**config.mk**
```make
export PLATFORM = sky130hd
export DESIGN_NAME = serial_cmp_ctrl_flat
export DESIGN_NICKNAME = d
export VERILOG_FILES = /design/src/rtl/serial_cmp_ctrl_pkg.sv /design/src/rtl/serial_cmp_ctrl_if.sv /design/src/rtl/serial_cmp_ctrl_cmp_bit_cell.sv /design/src/rtl/serial_cmp_ctrl.sv /design/src/flat_wrapper.sv
export SDC_FILE = /design/constraint.sdc
export NUM_CORES = 1
export LEC_CHECK = 0
export CORE_UTILIZATION = 45
export DETAILED_ROUTE_END_ITERATION = 7
export GPL_TIMING_DRIVEN = 1
export HOLD_SLACK_MARGIN = 0.06
export PLACE_DENSITY = 0.87
export SETUP_SLACK_MARGIN = 0.3
export SLEW_MARGIN = 25
export SYNTH_ARGS = -nofsm -noshare
export SYNTH_HDL_FRONTEND = slang
export SYNTH_SLANG_ARGS = --single-unit
export TNS_END_PERCENT = 50
```
**constraint.sdc**
```tcl
create_clock -name clk -period 1.8 [get_ports clk]
set_clock_uncertainty 0.15 [all_clocks]
set_input_delay 0.36 -clock clk [delete_from_list [all_inputs] [get_ports clk]]
set_output_delay 0.36 -clock clk [all_outputs]
set_load 0.03 [all_outputs]
```
**src/rtl/serial_cmp_ctrl_pkg.sv**
```systemverilog
// Shared definitions for the serial magnitude comparator: status codes and FSM states.
//   CMP_EQ / CMP_AGT / CMP_BGT : (y,z) status encodings (00 is never driven)
//   state_t                    : controller state codes
package serial_cmp_ctrl_pkg;

    typedef logic [1:0] cmp_status_t;

    localparam cmp_status_t CMP_EQ  = 2'b01;
    localparam cmp_status_t CMP_AGT = 2'b10;
    localparam cmp_status_t CMP_BGT = 2'b11;

    typedef enum logic [1:0] {
        S_IDLE    = 2'd0,
        S_COMPARE = 2'd1,
        S_DONE    = 2'd2
    } state_t;

endpackage : serial_cmp_ctrl_pkg

```
**src/rtl/serial_cmp_ctrl_if.sv**
```systemverilog
// Command/result bundle between a requester and serial_cmp_ctrl.
//   start, a, b                    : request and operands (requester -> comparator)
//   busy, done                     : progress and one-cycle verdict pulse
//   y, z                           : status pair, eq/a_gt_b/b_gt_a : held verdict flags
//   bit_idx                        : index of the bit under comparison
interface serial_cmp_ctrl_if #(
    parameter int unsigned WIDTH = 16
);
    localparam int unsigned IDX_W = (WIDTH > 1) ? $clog2(WIDTH) : 1;

    logic             start;
    logic [WIDTH-1:0] a;
    logic [WIDTH-1:0] b;
    logic             busy;
    logic             done;
    logic             y;
    logic             z;
    logic             eq;
    logic             a_gt_b;
    logic             b_gt_a;
    logic [IDX_W-1:0] bit_idx;

    modport master (
        output start, a, b,
        input  busy, done, y, z, eq, a_gt_b, b_gt_a, bit_idx
    );

    modport slave (
        input  start, a, b,
        output busy, done, y, z, eq, a_gt_b, b_gt_a, bit_idx
    );

endinterface : serial_cmp_ctrl_if

```
**src/rtl/serial_cmp_ctrl_cmp_bit_cell.sv**
```systemverilog
// One MSB-first compare step: next (y,z) status from current status and one bit pair.
// Status is sticky once it leaves "equal so far".
//   yz_i  : current status
//   a_bit : bit of operand A, b_bit : bit of operand B
//   yz_o  : next status (combinational)
module cmp_bit_cell
    import serial_cmp_ctrl_pkg::*;
(
    input  cmp_status_t yz_i,
    input  logic        a_bit,
    input  logic        b_bit,
    output cmp_status_t yz_o
);

    always_comb begin
        yz_o = yz_i;
        if (yz_i == CMP_EQ) begin
            if (a_bit && !b_bit) begin
                yz_o = CMP_AGT;
            end else if (!a_bit && b_bit) begin
                yz_o = CMP_BGT;
            end
        end
    end

endmodule : cmp_bit_cell

```
**src/rtl/serial_cmp_ctrl.sv**
```systemverilog
// Sequential MSB-first magnitude comparator controller with early termination.
//   clk, rst : clock, synchronous active-high reset
//   bus      : serial_cmp_ctrl_if slave (start/a/b in, busy/done/status/flags/bit_idx out)
module serial_cmp_ctrl
    import serial_cmp_ctrl_pkg::*;
#(
    parameter int unsigned WIDTH = 16
) (
    input  logic            clk,
    input  logic            rst,
    serial_cmp_ctrl_if.slave bus
);

    localparam int unsigned IDX_W = (WIDTH > 1) ? $clog2(WIDTH) : 1;

    state_t           state_q;
    logic [WIDTH-1:0] a_sh_q;
    logic [WIDTH-1:0] b_sh_q;
    logic [IDX_W-1:0] idx_q;
    cmp_status_t      yz_q;
    cmp_status_t      yz_step;
    logic             busy_q;
    logic             done_q;
    logic             eq_q;
    logic             agt_q;
    logic             bgt_q;

    // Compare cell looks at the current MSBs of both shift registers.
    cmp_bit_cell u_cell (
        .yz_i  (yz_q),
        .a_bit (a_sh_q[WIDTH-1]),
        .b_bit (b_sh_q[WIDTH-1]),
        .yz_o  (yz_step)
    );

    // Controller FSM; every output is a register.
    always_ff @(posedge clk) begin
        if (rst) begin
            state_q <= S_IDLE;
            a_sh_q  <= '0;
            b_sh_q  <= '0;
            idx_q   <= IDX_W'(WIDTH - 1);
            yz_q    <= CMP_EQ;
            busy_q  <= 1'b0;
            done_q  <= 1'b0;
            eq_q    <= 1'b0;
            agt_q   <= 1'b0;
            bgt_q   <= 1'b0;
        end else begin
            done_q <= 1'b0;
            case (state_q)
                S_COMPARE: begin
                    if (yz_step == CMP_EQ && idx_q != '0) begin
                        a_sh_q <= {a_sh_q[WIDTH-2:0], 1'b0};
                        b_sh_q <= {b_sh_q[WIDTH-2:0], 1'b0};
                        idx_q  <= idx_q - IDX_W'(1);
                    end else begin
                        // Verdict: first difference found, or all bits equal.
                        yz_q    <= yz_step;
                        eq_q    <= (yz_step == CMP_EQ);
                        agt_q   <= (yz_step == CMP_AGT);
                        bgt_q   <= (yz_step == CMP_BGT);
                        busy_q  <= 1'b0;
                        done_q  <= 1'b1;
                        state_q <= S_DONE;
                    end
                end
                default: begin
                    // IDLE and DONE both accept a new request.
                    if (bus.start) begin
                        a_sh_q  <= bus.a;
                        b_sh_q  <= bus.b;
                        idx_q   <= IDX_W'(WIDTH - 1);
                        yz_q    <= CMP_EQ;
                        eq_q    <= 1'b0;
                        agt_q   <= 1'b0;
                        bgt_q   <= 1'b0;
                        busy_q  <= 1'b1;
                        state_q <= S_COMPARE;
                    end else begin
                        state_q <= S_IDLE;
                    end
                end
            endcase
        end
    end

    assign bus.busy    = busy_q;
    assign bus.done    = done_q;
    assign bus.y       = yz_q[1];
    assign bus.z       = yz_q[0];
    assign bus.eq      = eq_q;
    assign bus.a_gt_b  = agt_q;
    assign bus.b_gt_a  = bgt_q;
    assign bus.bit_idx = idx_q;

endmodule : serial_cmp_ctrl

```
**src/flat_wrapper.sv**
```systemverilog
// flat-port wrapper written by rule: the top's interface ports become plain ports
module serial_cmp_ctrl_flat import serial_cmp_ctrl_pkg::*;
#(
    parameter int unsigned WIDTH = 16
)
  (clk, rst, bus_start, bus_a, bus_b, bus_busy, bus_done, bus_y, bus_z, bus_eq, bus_a_gt_b, bus_b_gt_a, bus_bit_idx);
  serial_cmp_ctrl_if #(.WIDTH(WIDTH)) bus_i ();
  input  logic clk;
  input  logic rst;
  input wire logic [$bits(bus_i.start)-1:0] bus_start;
  input wire logic [$bits(bus_i.a)-1:0] bus_a;
  input wire logic [$bits(bus_i.b)-1:0] bus_b;
  output wire logic [$bits(bus_i.busy)-1:0] bus_busy;
  output wire logic [$bits(bus_i.done)-1:0] bus_done;
  output wire logic [$bits(bus_i.y)-1:0] bus_y;
  output wire logic [$bits(bus_i.z)-1:0] bus_z;
  output wire logic [$bits(bus_i.eq)-1:0] bus_eq;
  output wire logic [$bits(bus_i.a_gt_b)-1:0] bus_a_gt_b;
  output wire logic [$bits(bus_i.b_gt_a)-1:0] bus_b_gt_a;
  output wire logic [$bits(bus_i.bit_idx)-1:0] bus_bit_idx;
  assign bus_i.start = bus_start;
  assign bus_i.a = bus_a;
  assign bus_i.b = bus_b;
  assign bus_busy = bus_i.busy;
  assign bus_done = bus_i.done;
  assign bus_y = bus_i.y;
  assign bus_z = bus_i.z;
  assign bus_eq = bus_i.eq;
  assign bus_a_gt_b = bus_i.a_gt_b;
  assign bus_b_gt_a = bus_i.b_gt_a;
  assign bus_bit_idx = bus_i.bit_idx;
  serial_cmp_ctrl #(.WIDTH(WIDTH)) u_core (.clk(clk), .rst(rst), .bus(bus_i));
endmodule
```
==> flow_summary.toml <==
[run_status]
status = "finished, violations left"
violations = "negative setup slack"

[detailed_routing]
drt_wl_total_um = 5100
post_drt_via_cell_ratio = 5.84
wire_per_inst_um = 15.8
drt-pass1-iter-count = 4
dr_total_vias = 1880
ant_nets = 0
initialDrtViolationCount = 140
drc = 0

[floorplan]
die_w_um = 69.4
die_h_um = 69.4
pin_count = 46
dieArea_um2 = 4820
core_um2 = 4350
initial_core_util_pct = 47.0
rows = 24

[placement]
dp_hpwl_um = 3430
dp_cells = 313
gp_congestion = 0.893
port_buffers = 45

[cts]
cts_tree = "done"
clk-insertion-delay-late_ns = 0.31
hold_buffers = 0
clkTransAtPathRegs_ns = 0.09
cts.sinks = 45
clockBufferDepth = 2
cts_root_buffer = "clkbuf_8"
numCtsBuffers = 5
htreeDepth = 2

[synth]
syn_area_per_cell_um2 = 9.70
synth_ff_type = "dfxtp_1"
ys_ff_latch = 45
synthTopCellsByArea = "dfxtp_1 44%, o221ai_2 20%, nor3_1 8.6%, nor2_1 6.2%, buf_6 2.8%"
yosys.area.top_type = "dfxtp_1"
yosys_warnings = 0
synth_top_area_share_pct = 44.0
synth.cell_area_um2 = 2050
synth-edff-count = 0
synth_most_common_cell = "dfxtp_1"
ys_top_cells_by_count = "45 x dfxtp_1, 35 x nor3_1, 34 x nor2_1"
ys_types = 31
synth_nets = 247
synth_cells = 211
yosysSeqAreaShare_pct = 44.0
synthArstFlopShare_pct = 0

[setup_path]
worstPathMaxFanout = 13
critical_path_required_ns = 1.84
r2r-end = "u_core.b_sh_q[1]$_SDFFE_PP0P_"
reg2regPathDepth = 7
end_kind = "register"
worstReg2RegStart = "u_core.bus.bit_idx[0]$_SDFFE_PP1P_"
worstSetupPathType = "register to register"
r2r_slack_ns = -0.06
startpoint_type = "register"
cp_data_arrival_time_ns = 1.90

[sta]
fmax_mhz = 538
hold_slack_ns = 0.335
slew_headroom_pct = 73.5
tightest_slew_ns = 0.388
hold_violations = 0
fin_tns_setup_ns = -0.906
setup_viol = 28
finalCriticalPeriod_ns = 1.86
setup_slack_ns = -0.0600
slew_violations = 0
fin_crit_sh_pct = 103
grt_setup_unrepaired = "yes"

[global_route]
antenna_found_initial = 0
overflow = 0
grt_pass1_wl_um = 8380
grt_max_degree = 36
grt_pass1_vias = 1805
grt_usage_pct = 21.9

[hold_path]
min_from = "u_core.bus.b_gt_a$_SDFFE_PP0P_"
holdPathStages = 2
min_path_type = "register to register"
holdPathEnd = "u_core.bus.b_gt_a$_SDFFE_PP0P_"

[power_and_ir_drop]
power_frac_seq_pct = 44.5
power.internal_mw = 1.88
clkPwrFrac_pct = 23.3
pwr-share-comb_pct = 32.3
peakVddDrop_mv = 0.499
leakagePower_nw = 1.06
p_sw_uw = 897
swShare_pct = 32.3
powerDensity_nw_per_um2 = 943

[job]
drv_cap = 0

[finish]
layout-drive-gt1-share_pct = 32.2
instances_no_fill = 322
fin_util_pct = 67.5
nets = 306
n_antenna_cell = 0
synthToLayoutAreaGrowth_pct = 43.6
## routing by layer
metal	wire length, um	track usage, %	vias to the layer above
met4	117	8.39	0
met5	0	0	-
met3	244	4.94	12
met1	2130	25.5	892
met2	2610	38.7	61
li1	-	-	915
## worst max path at each step
stage | to | depth (start not counted) | slack [ns] | from
after floorplan | u_core.a_sh_q[10]$_SDFFE_PP0P_ | 8 | -0.11 | u_core.bus.bit_idx[0]$_SDFFE_PP1P_
after global placement | u_core.bus.bit_idx[2]$_SDFFE_PP1P_ | 4 | -0.002 | bus_start
after detailed placement | u_core.a_sh_q[0]$_SDFFE_PP0P_ | 5 | -0.05 | bus_start
after CTS | u_core.b_sh_q[1]$_SDFFE_PP0P_ | 7 | -0.05 | u_core.bus.bit_idx[0]$_SDFFE_PP1P_
after global routing | u_core.b_sh_q[2]$_SDFFE_PP0P_ | 7 | -0.12 | u_core.bus.bit_idx[0]$_SDFFE_PP1P_
final | u_core.b_sh_q[1]$_SDFFE_PP0P_ | 7 | -0.06 | u_core.bus.bit_idx[0]$_SDFFE_PP1P_
## repair_timing
action | in CTS | in global routing
buffers inserted | 1 | 1
resized for setup | 48 | 16
pin swaps | 14 | 11
endpoints found under the setup margin | 54 | 49
## power by group through the flow
stage / sequential [mW] / combinational, mW / clock (mW)
CTS: 1.23 / 0.859 / 0.653
floorplan: 1.26 / 0.497 / 0
finish: 1.23 / 0.894 / 0.646
detailed placement: 1.24 / 0.829 / 0
global route: 1.25 / 0.969 / 0.688
global placement: 1.24 / 0.808 / 0
## sequential cells by signal, indices dropped and copies added, names as in the netlist
| signal | count |
|---|---|
| u_core.bus.done | 1 |
| u_core.bus.b_gt_a | 1 |
| u_core.b_sh_q | 16 |
| u_core.a_sh_q | 16 |
| u_core.bus.busy | 1 |
| u_core.bus.bit_idx | 4 |
| u_core.bus.eq | 1 |
| u_core.bus.a_gt_b | 1 |
| u_core.yz_q | 2 |
| u_core.state_q | 2 |
## area by class of cell
type,count,area (um2)
fillers,336,1410
multi-input cells,143,1140
flip-flops and latches,45,911
repair buffers,72,719
clock buffers,7,86.3
well taps,52,65.1
inverters,3,13.8
## through the flow
step	total power [mW]	setup slack [ns]	cell area, um2
floorplan	1.75	-0.114	2090
global placement	2.04	-0.00212	2760
detailed placement	2.07	-0.0472	2760
CTS	2.74	-0.0496	2870
global route	2.91	-0.116	2940
finish	2.77	-0.0600	2940
## placed cells by master (no fill, tap or decap), types with 4 or more instances in the layout
| master | netlist | layout |
|---|---|---|
| dfxtp_1 | 45 | 41 |
| nor2_1 | 34 | 34 |
| clkdlybuf4s50_1 | 0 | 34 |
| nor3_1 | 35 | 33 |
| o221ai_2 | 27 | 25 |
| buf_4 | 0 | 21 |
| nand2_1 | 7 | 7 |
| buf_12 | 0 | 7 |
| clkbuf_8 | 0 | 6 |
| a21oi_1 | 6 | 5 |
| o221ai_4 | 0 | 4 |
## worst max-delay path, cell delays in order (launching register included)
cell,delay [ns]
dfxtp_4,0.37
inv_4,0.04
ha_4,0.15
nor3b_4,0.14
or4_4,0.49
buf_12,0.19
o221ai_2,0.16
nor2_1,0.05
## cells by family (layout without fill, tap and decap cells)
| logic type | count (synthesis) | after routing | synth area share (%) |
|---|---|---|---|
| and+or+nand+nor | 91 | 91 | 21.3 |
| xor gates and xnor gates | 2 | 2 | 0.856 |
| adders and majority gates | 1 | 1 | 0.611 |
| AOI/OAI and AO/OA | 49 | 49 | 26.9 |
| buffers and inverters | 23 | 82 | 6.30 |
| DFF | 45 | 45 | 44.0 |
Note: power is estimated with default switching activity, not from simulation.
